<file path="src/rtl/bcd_display_scanner_if.sv">
// Display-side bundle of the BCD scanner: the BCD word coming in from the
// memory-management stage and the anode/segment pins going out to the board.
interface bcd_display_scanner_if;
    logic [31:0] bcdDisplay;   // [31:28] sign nibble, [27:0] seven BCD digits
    logic [7:0]  anode;        // active-low digit enables, bit 0 = rightmost
    logic [6:0]  segments;     // active-low {g,f,e,d,c,b,a}
    logic        frameStart;   // one-cycle pulse at the start of position 0

    // Producer of the BCD word / observer of the display pins.
    modport master (
        output bcdDisplay,
        input  anode,
        input  segments,
        input  frameStart
    );

    // The scanner itself.
    modport slave (
        input  bcdDisplay,
        output anode,
        output segments,
        output frameStart
    );
endinterface : bcd_display_scanner_if

</file>
<file path="src/rtl/bcd_display_scanner.sv">
// Eight-digit common-anode seven-segment scanner. Snapshots the BCD display
// word once per refresh frame, then walks positions 0..7 with one slot of
// REFRESH_DIV cycles each. The first GUARD cycles of every slot keep all
// anodes dark so the previous digit's segments cannot ghost onto the next
// position. Position 7 carries the sign, positions 1..6 are leading-zero
// blanked, and non-decimal nibbles are shown as 'E'.
module bcd_display_scanner #(
    parameter int unsigned REFRESH_DIV = 50000,  // clk cycles per digit slot, >= 4
    parameter int unsigned GUARD       = 2       // dark cycles per slot, < REFRESH_DIV
) (
    input  logic                  clk,
    input  logic                  reset,
    bcd_display_scanner_if.slave  disp
);

    localparam int unsigned CNT_W = (REFRESH_DIV > 1) ? $clog2(REFRESH_DIV) : 1;

    localparam logic [CNT_W-1:0] CNT_LAST = CNT_W'(REFRESH_DIV - 1);
    localparam logic [CNT_W-1:0] GUARD_C  = CNT_W'(GUARD);

    // Active-low glyphs {g,f,e,d,c,b,a}.
    localparam logic [6:0] GLYPH_BLANK = 7'b1111111;
    localparam logic [6:0] GLYPH_MINUS = 7'b0111111;
    localparam logic [6:0] GLYPH_E     = 7'b0000110;

    localparam logic [2:0] IDX_LAST = 3'd7;

    // Seven-segment code for a decimal digit; non-decimal values map to 'E'
    // so the function is total even though callers filter them first.
    function automatic logic [6:0] digit_glyph(input logic [3:0] d);
        logic [6:0] g;
        case (d)
            4'd0:    g = 7'b1000000;
            4'd1:    g = 7'b1111001;
            4'd2:    g = 7'b0100100;
            4'd3:    g = 7'b0110000;
            4'd4:    g = 7'b0011001;
            4'd5:    g = 7'b0010010;
            4'd6:    g = 7'b0000010;
            4'd7:    g = 7'b1111000;
            4'd8:    g = 7'b0000000;
            4'd9:    g = 7'b0010000;
            default: g = GLYPH_E;
        endcase
        return g;
    endfunction

    // ------------------------------------------------------------------
    // State
    // ------------------------------------------------------------------
    logic [CNT_W-1:0] cnt_q,          cnt_d;           // cycle within slot
    logic [2:0]       idx_q,          idx_d;           // display position
    logic [31:0]      snap_q,         snap_d;          // frame snapshot
    logic             load_pending_q, load_pending_d;  // first load after reset
    logic [7:0]       anode_q,        anode_d;
    logic [6:0]       seg_q,          seg_d;

    logic             slot_end;
    logic             frame_end;
    logic [27:0]      upper;      // snapshot digits from the current position up
    logic [3:0]       nibble;     // digit at the current position (idx 0..6)

    assign slot_end  = (cnt_q == CNT_LAST);
    assign frame_end = slot_end && (idx_q == IDX_LAST);

    // Slot counter, position index and snapshot capture.
    always_comb begin
        // NOTE: every variable gets a default before any branch so no path
        // leaves it unassigned; otherwise synthesis would infer a latch.
        cnt_d          = cnt_q;
        idx_d          = idx_q;
        snap_d         = snap_q;
        load_pending_d = load_pending_q;

        if (slot_end) begin
            cnt_d = '0;
            idx_d = idx_q + 3'd1;          // 7 wraps to 0 in three bits
        end else begin
            cnt_d = cnt_q + 1'b1;
        end

        // The word is captured only at frame boundaries (and once straight
        // after reset), so mid-frame changes never tear the current frame.
        if (load_pending_q || frame_end) begin
            snap_d         = disp.bcdDisplay;
            load_pending_d = 1'b0;
        end
    end

    // Glyph selection for the current position and the guarded anode pattern.
    always_comb begin
        seg_d   = GLYPH_BLANK;
        anode_d = 8'hFF;
        upper   = snap_q[27:0] >> {idx_q, 2'b00};
        nibble  = upper[3:0];

        if (idx_q == IDX_LAST) begin
            seg_d = (snap_q[31:28] != 4'h0) ? GLYPH_MINUS : GLYPH_BLANK;
        end else if ((idx_q != 3'd0) && (upper == 28'd0)) begin
            // This digit and everything to its left are zero: leading zero.
            seg_d = GLYPH_BLANK;
        end else if (nibble > 4'd9) begin
            seg_d = GLYPH_E;
        end else begin
            seg_d = digit_glyph(nibble);
        end

        if (cnt_q >= GUARD_C) begin
            anode_d = ~(8'b0000_0001 << idx_q);
        end
    end

    // State and registered display outputs, synchronous active-high reset.
    always_ff @(posedge clk) begin
        // NOTE: sequential state uses non-blocking assignments so every
        // register samples the pre-edge values regardless of statement order.
        if (reset) begin
            cnt_q          <= '0;
            idx_q          <= '0;
            snap_q         <= '0;
            load_pending_q <= 1'b1;
            anode_q        <= 8'hFF;
            seg_q          <= GLYPH_BLANK;
        end else begin
            cnt_q          <= cnt_d;
            idx_q          <= idx_d;
            snap_q         <= snap_d;
            load_pending_q <= load_pending_d;
            anode_q        <= anode_d;
            seg_q          <= seg_d;
        end
    end

    assign disp.anode      = anode_q;
    assign disp.segments   = seg_q;
    // Position 0 slot begins whenever the scan state sits at (0,0); gated by
    // reset so the pulse is held low while reset is asserted.
    assign disp.frameStart = !reset && (cnt_q == '0) && (idx_q == 3'd0);

endmodule : bcd_display_scanner

</file>
<file path="src/flat_wrapper.sv">
// flat-port wrapper written by rule: the top's interface ports become plain ports
module bcd_display_scanner_flat 
#(
    parameter int unsigned REFRESH_DIV = 50000,                                    
    parameter int unsigned GUARD       = 2                                             
)
  (clk, reset, disp_bcdDisplay, disp_anode, disp_segments, disp_frameStart);
  bcd_display_scanner_if disp_i ();
  input  logic clk;
  input  logic reset;
  input wire logic [$bits(disp_i.bcdDisplay)-1:0] disp_bcdDisplay;
  output wire logic [$bits(disp_i.anode)-1:0] disp_anode;
  output wire logic [$bits(disp_i.segments)-1:0] disp_segments;
  output wire logic [$bits(disp_i.frameStart)-1:0] disp_frameStart;
  assign disp_i.bcdDisplay = disp_bcdDisplay;
  assign disp_anode = disp_i.anode;
  assign disp_segments = disp_i.segments;
  assign disp_frameStart = disp_i.frameStart;
  bcd_display_scanner #(.REFRESH_DIV(REFRESH_DIV), .GUARD(GUARD)) u_core (.clk(clk), .reset(reset), .disp(disp_i));
endmodule
</file>
<file path="config.mk">
export PLATFORM = sky130hd
export DESIGN_NAME = bcd_display_scanner_flat
export DESIGN_NICKNAME = d
export VERILOG_FILES = /design/src/rtl/bcd_display_scanner_if.sv /design/src/rtl/bcd_display_scanner.sv /design/src/flat_wrapper.sv
export SDC_FILE = /design/constraint.sdc
export NUM_CORES = 1
export LEC_CHECK = 0
export ABC_AREA = 1
export BUFFER_PORTS_ARGS = -buffer_cell sky130_fd_sc_hd__buf_2
export CORE_MARGIN = 1.5
export CORE_UTILIZATION = 40
export CTS_BUF_LIST = sky130_fd_sc_hd__clkbuf_8
export DETAILED_ROUTE_END_ITERATION = 12
export HOLD_SLACK_MARGIN = 0.1
export SYNTH_ARGS = -nofsm -noshare
export SYNTH_HDL_FRONTEND = slang
export SYNTH_SLANG_ARGS = --single-unit
</file>
<file path="constraint.sdc">
create_clock -name clk -period 2.3 [get_ports clk]
set_clock_uncertainty 0.1 [all_clocks]
set_input_delay 0.345 -clock clk [delete_from_list [all_inputs] [get_ports clk]]
set_output_delay 0.345 -clock clk [all_outputs]
set_load 0.02 [all_outputs]
</file>
==> flow_summary_export.csv, run 1 <==
group,metric,value,unit
finish,layout_common_cells,"nor2_1 (103), nand2_1 (97), dfxtp_1 (67), buf_2 (49)",
worst_setup_path,cp.required,1860,ps
timing,period_share,0.922,
cts,cts_buffer_depth,2,
worst_setup_path,cp-start-kind,"flip-flop",
placement,place_congestion,0.864,
floorplanning,die_y,94.3,um
floorplanning,dieArea,8900,um2
finish,final_nets,572,
route,drt_iter0_markers,139,
timing,slew_viol_final,0,
finish,fin_cells,634,
placement,io_buffer_count,49,
worst_setup_path,cp-end-kind,"output port",
finish,layout_commonest_cell,"nor2_1",
route,vias,3016,
global_routing,grt_max_degree,33,
timing,rsz0062_at_grt,"false",
synthesis,synthCells,473,
placement,dp_hpwl,5480,um
global_routing,grt.overflow.total,0,
route,ant_nets,0,
pwr,ir_worst_vdd,0.310,mV
worst_setup_path,critical_path_arrival,1680,ps
synthesis,dominantRegCellSynth,"dfxtp_1",
worst_setup_path,critPathMaxFanout,25,
synthesis,synth_edf_count,0,
global_routing,grt_antenna_before_repair,0,
synthesis,ys_seq_area_frac,0.402,
cts,cts.sinks,67,
timing,tightest_slew,527,ps
flow_run,maxCapViolCount,0,
synthesis,syn-num-nets,521,
floorplanning,placementRows,33,
cts,htreeDepth,3,
route,post_drt_via_cell_ratio,4.76,
timing,setup_viol,0,
route,drt-pass1-iter-count,4,
global_routing,grt_pass1_wl,12800,um
cts,clock_latency,350,ps
cts,root_buffer,"clkbuf_8",
global_routing,track_usage,0.185,
finish,area_growth,16.9,%
cts,cts_tree,"built",
route,routedWlPerCell,11.6,um
synthesis,synth_area,3340,um2
synthesis,async_flop_share,0,
timing,layout_min_cycle_time,2120,ps
synthesis,synth-seq-cells,67,
synthesis,synth.avg_cell_area,7.05,um2
synthesis,synth_cell_types,38,
worst_setup_path,worstSetupPathType,"flip-flop to output port",
cts,path_clk_slew,80,ps
placement,dp_cells,617,
timing,hold_violations,0,
route,drc_errors,0,
finish,diodes,0,
floorplanning,start_util,0.410,
pwr,power_density,681,nW/um2
global_routing,grt_pass1_vias,2753,
cts,tritoncts.num_buffers,9,
timing,fmax,0.471,GHz
floorplanning,die_w,94.3,um
timing,slew_headroom,0.648,
worst_hold_path,hold_class,"input pin to flip-flop",
route,finalWirelength,7390,um
pwr,leakagePower,1.81,nW
timing,setup_tns,0,ps
run_status,outcome,"finished clean",
floorplanning,top_level_ports,50,
finish,drive_gt1_frac,0.187,
floorplanning,core,8130,um2
synthesis,yosysWarnings,0,
## repair_timing
action,in CTS,in global routing
resized for setup,0,1
endpoints found under the setup margin,0,1
setup buffers,0,0
hold buffers,1,0
hold endpoints to repair,1,0
## worst max-delay path: stages, from the launching register on
cell and delay, ps:
dfxtp_1 350, inv_4 210, ha_1 270, nand4_1 100, and3b_1 230, buf_2 160
## layer usage
| metal | wire length, um | share of wire | global-route usage | up-vias |
|---|---|---|---|---|
| met5 | 0 | 0 | 0 | - |
| li1 | - | - | - | 1615 |
| met3 | 276 | 0.037 | 0.0437 | 6 |
| met2 | 3140 | 0.42 | 0.285 | 42 |
| met4 | 68 | 0.0092 | 0.0597 | 0 |
| met1 | 3900 | 0.53 | 0.255 | 1353 |
## worst paths after layout
path / start / end / slack, ps / cells past startpoint
setup / recovery: u_core.idx_q[0] / disp_frameStart / 180 / 5
hold / removal: disp_bcdDisplay[24] / u_core.snap_q[24] / 120 / 3
setup reg to reg: u_core.idx_q[0] / u_core.disp.segments[1] / 210 / 11
hold reg to reg: u_core.cnt_q[4] / u_core.cnt_q[4] / 370 / 2
## sequential cells by signal (all words and copies together) (netlist names)
signal	cells
u_core.disp.segments	7
u_core.snap_q	32
u_core.idx_q	3
u_core.load_pending_q	1
u_core.cnt_q	16
u_core.disp.anode	8
## area by class of cell
class | instances | area [um2]
Inverter | 38 | 145
Fill cell | 839 | 4230
Clock buffer | 10 | 138
Sequential cell | 67 | 1340
Multi-Input combinational cell | 348 | 1730
Clock inverter | 6 | 88.8
Timing Repair Buffer | 60 | 330
Tap cell | 105 | 131
## cell usage after synthesis, types with 7 or more instances
library cell	instances	area (um2)
a21oi_1	10	50.1
buf_2	7	35.0
dfxtp_1	67	1340
ha_1	14	175
inv_1	32	120
nand2_1	97	364
nand2_2	7	43.8
nand3_1	38	190
nand4_1	7	43.8
nor2_1	103	387
o21ai_0	38	190
## per-stage QoR
stage	power [W]	instance area (um2)	hold WS, ps	utilization	worst slack (ps)
global placement	0.00157	3660	348	0.450	309
global route	0.00279	3900	121	0.479	17.4
detailed placement	0.00157	3660	355	0.450	231
CTS	0.00268	3890	105	0.479	90.1
finish	0.00266	3900	117	0.479	179
floorplan	0.00148	3340	323	-	280
## report_power, final
part / internal [W] / switching [W]
clock: 0.000639 / 0.000467
combinational: 0.000115 / 0.000177
sequential: 0.00122 / 0.0000395
## logic make-up (layout without fill, tap and decap cells)
kind of cell | after synthesis | after routing | synth area share
buffers and inverters | 58 | 114 | 0.0825
xor gates and xnor gates | 3 | 3 | 0.00788
adders and majority gates | 14 | 14 | 0.0525
and+or+nand+nor | 272 | 272 | 0.357
DFF | 67 | 67 | 0.402
AOI/OAI and AO/OA | 59 | 59 | 0.0983
No activity file was read; power rests on OpenSTA's default activity.
==> inputs of run 2 (changes only) <==
==> constraint.sdc (replaced) <==
create_clock -name clk -period 2.65 [get_ports clk]
set_clock_uncertainty 0.1 [all_clocks]
set_input_delay 0.1325 -clock clk [delete_from_list [all_inputs] [get_ports clk]]
set_output_delay 0.1325 -clock clk [all_outputs]
set_load 0.02 [all_outputs]
==> run 2 against run 1 <==
Net effect:
- wire length up 1.2%
- cell count up 3.9%
- combinational power shrank 3%
- global-route usage increased by 0.33 points
- hold slack gained 250 ps
- sequential power fell by 13%
- die area did not move
- highest routed layer unchanged
- critical endpoint is now u_core.disp.segments[1]
- largest cell class unchanged
- critical path depth is 5 higher
- core utilization is 2.9 points higher
- design area is 6.1% higher
- first-iteration DRC count increased by 37%
==> flow_summary_export.csv, run 2 (synthesis results as in run 1) <==
group,metric,value,unit
run_status,outcome,"finished clean",
cts,path_clk_slew,80,ps
floorplanning,core,8130,um2
placement,io_buffer_count,49,
global_routing,met3_usage,0.0413,
floorplanning,top_level_ports,50,
route,drt-pass1-iter-count,4,
global_routing,grt_pass1_wl,13200,um
pwr,ir_worst_vdd,0.292,mV
global_routing,grt_antenna_before_repair,0,
worst_setup_path,startpoint,"u_core.idx_q[1]",
global_routing,top_usage_layer,"met2",
global_routing,grtUsageMet1,0.260,
finish,layout_common_cells,"nor2_1 (103), nand2_1 (97), dfxtp_1 (67), buf_2 (49)",
worst_hold_path,whs_path_depth,2,
placement,place_congestion,0.823,
cts,cts_buffer_depth,2,
timing,layout_min_cycle_time,2370,ps
pwr,power,0.00225,W
floorplanning,die_y,94.3,um
timing,rsz0062_at_grt,"false",
timing,period_share,0.896,
global_routing,grt_max_degree,33,
worst_setup_path,worstRegToRegCells,10,
cts,cts_tree,"built",
floorplanning,die_w,94.3,um
floorplanning,start_util,0.410,
route,vias,3099,
cts,root_buffer,"clkbuf_8",
worst_setup_path,critPathMaxFanout,15,
global_routing,grtUsageMet2,0.283,
finish,diodes,0,
floorplanning,dieArea,8900,um2
timing,hold_violations,0,
timing,fmax,0.421,GHz
placement,dp_hpwl,5280,um
route,ant_nets,0,
pwr,power_density,543,nW/um2
flow_run,maxCapViolCount,0,
worst_setup_path,max_stage_delay,580,ps
route,drc_errors,0,
cts,clock_latency,360,ps
finish,final_core_util,0.509,
timing,slew_viol_final,0,
worst_hold_path,worstHoldStart,"u_core.cnt_q[15]",
worst_setup_path,worstSetupPathType,"flip-flop to flip-flop",
timing,tightest_slew,524,ps
route,post_drt_via_cell_ratio,4.70,
worst_setup_path,crit_top_cell,"nand3_1",
worst_setup_path,cp-end-kind,"flip-flop",
finish,top_register,"u_core.snap_q",
finish,area_growth,24.0,%
cts,htreeDepth,3,
worst_setup_path,cp_cell_sequence,"inv_2 > nand3_1 > o21ai_0 > nand2_1 > o21a_1 > inv_1 > ha_1 > nand3_1 > a21boi_0 > nand4_1",
route,finalWirelength,7470,um
worst_setup_path,critical_path_arrival,2510,ps
finish,final_nets,597,
floorplanning,placementRows,33,
cts,post_cts_resized,0,
worst_setup_path,slowest_stage,"dfxtp_1",
pwr,leakagePower,1.90,nW
global_routing,grt.overflow.total,0,
worst_setup_path,cp-start-kind,"flip-flop",
cts,tritoncts.num_buffers,9,
worst_setup_path,cp.required,2780,ps
finish,drive_gt1_frac,0.164,
timing,timing.hold.ws,363,ps
route,drt_iter0_markers,190,
route,routedWlPerCell,11.3,um
worst_setup_path,r2r_start,"u_core.idx_q[1]",
timing,slew_headroom,0.650,
global_routing,grt_pass1_vias,2939,
timing,setup_tns,0,ps
worst_hold_path,hold_class,"flip-flop to flip-flop",
cts,cts.sinks,67,
finish,largest_register_ffs,32,
global_routing,track_usage,0.189,
timing,setup_viol,0,
finish,layout_commonest_cell,"nor2_1",
## run 2: timing repair
| item | 4_1_cts | 5_1_grt |
|---|---|---|
| endpoints found under the hold margin | 40 | 0 |
| buffers inserted | 0 | 0 |
| hold buffers | 33 | 0 |
## run 2: metrics by stage
step | std cells | setup slack [ps] | area (um2)
2_1_floorplan | 473 | 630 | 3340
3_3_place_gp | 610 | 318 | 3600
3_5_place_dp | 610 | 299 | 3600
4_1_cts | 659 | 285 | 4140
5_1_grt | 659 | 0.460 | 4140
6_report | 659 | 276 | 4140
## run 2: final timing paths
kind | slack (ps) | to
max reg2reg | 280 | u_core.disp.segments[1]
max | 280 | u_core.disp.segments[1]
min reg2reg | 360 | u_core.cnt_q[15]
min | 360 | u_core.cnt_q[15]
## run 2: worst max-delay path, delay by kind of cell, from the launching register on
family | cells | cell delay, ps
buf+inv | 2 | 330
compound gates | 3 | 490
fa+ha+maj | 1 | 290
simple gates | 4 | 440
flops | 1 | 580
## run 2: per-layer routing
metal,part of all wire,vias up
met5,0,-
met4,0.019,0
met3,0.042,13
met2,0.41,60
met1,0.53,1362
li1,-,1664
## run 2: cell type report
| type | instances | area [um2] |
|---|---|---|
| timing repair buffer | 85 | 598 |
| clock buffer | 10 | 138 |
| clock inverter | 6 | 63.8 |
| tap | 105 | 131 |
| multi-input combinational | 348 | 1720 |
| fill | 830 | 4000 |
| inverter | 38 | 145 |
| sequential | 67 | 1340 |
## run 2: where the power goes
part / total [W] / internal [W] / switching, W / leakage (nW)
logic: 0.000284 / 0.000127 / 0.000157 / 1.25
registers: 0.00109 / 0.00106 / 0.0000322 / 0.552
clock network: 0.000874 / 0.000460 / 0.000414 / 0.0987
total: 0.00225 / 0.00164 / 0.000604 / 1.90
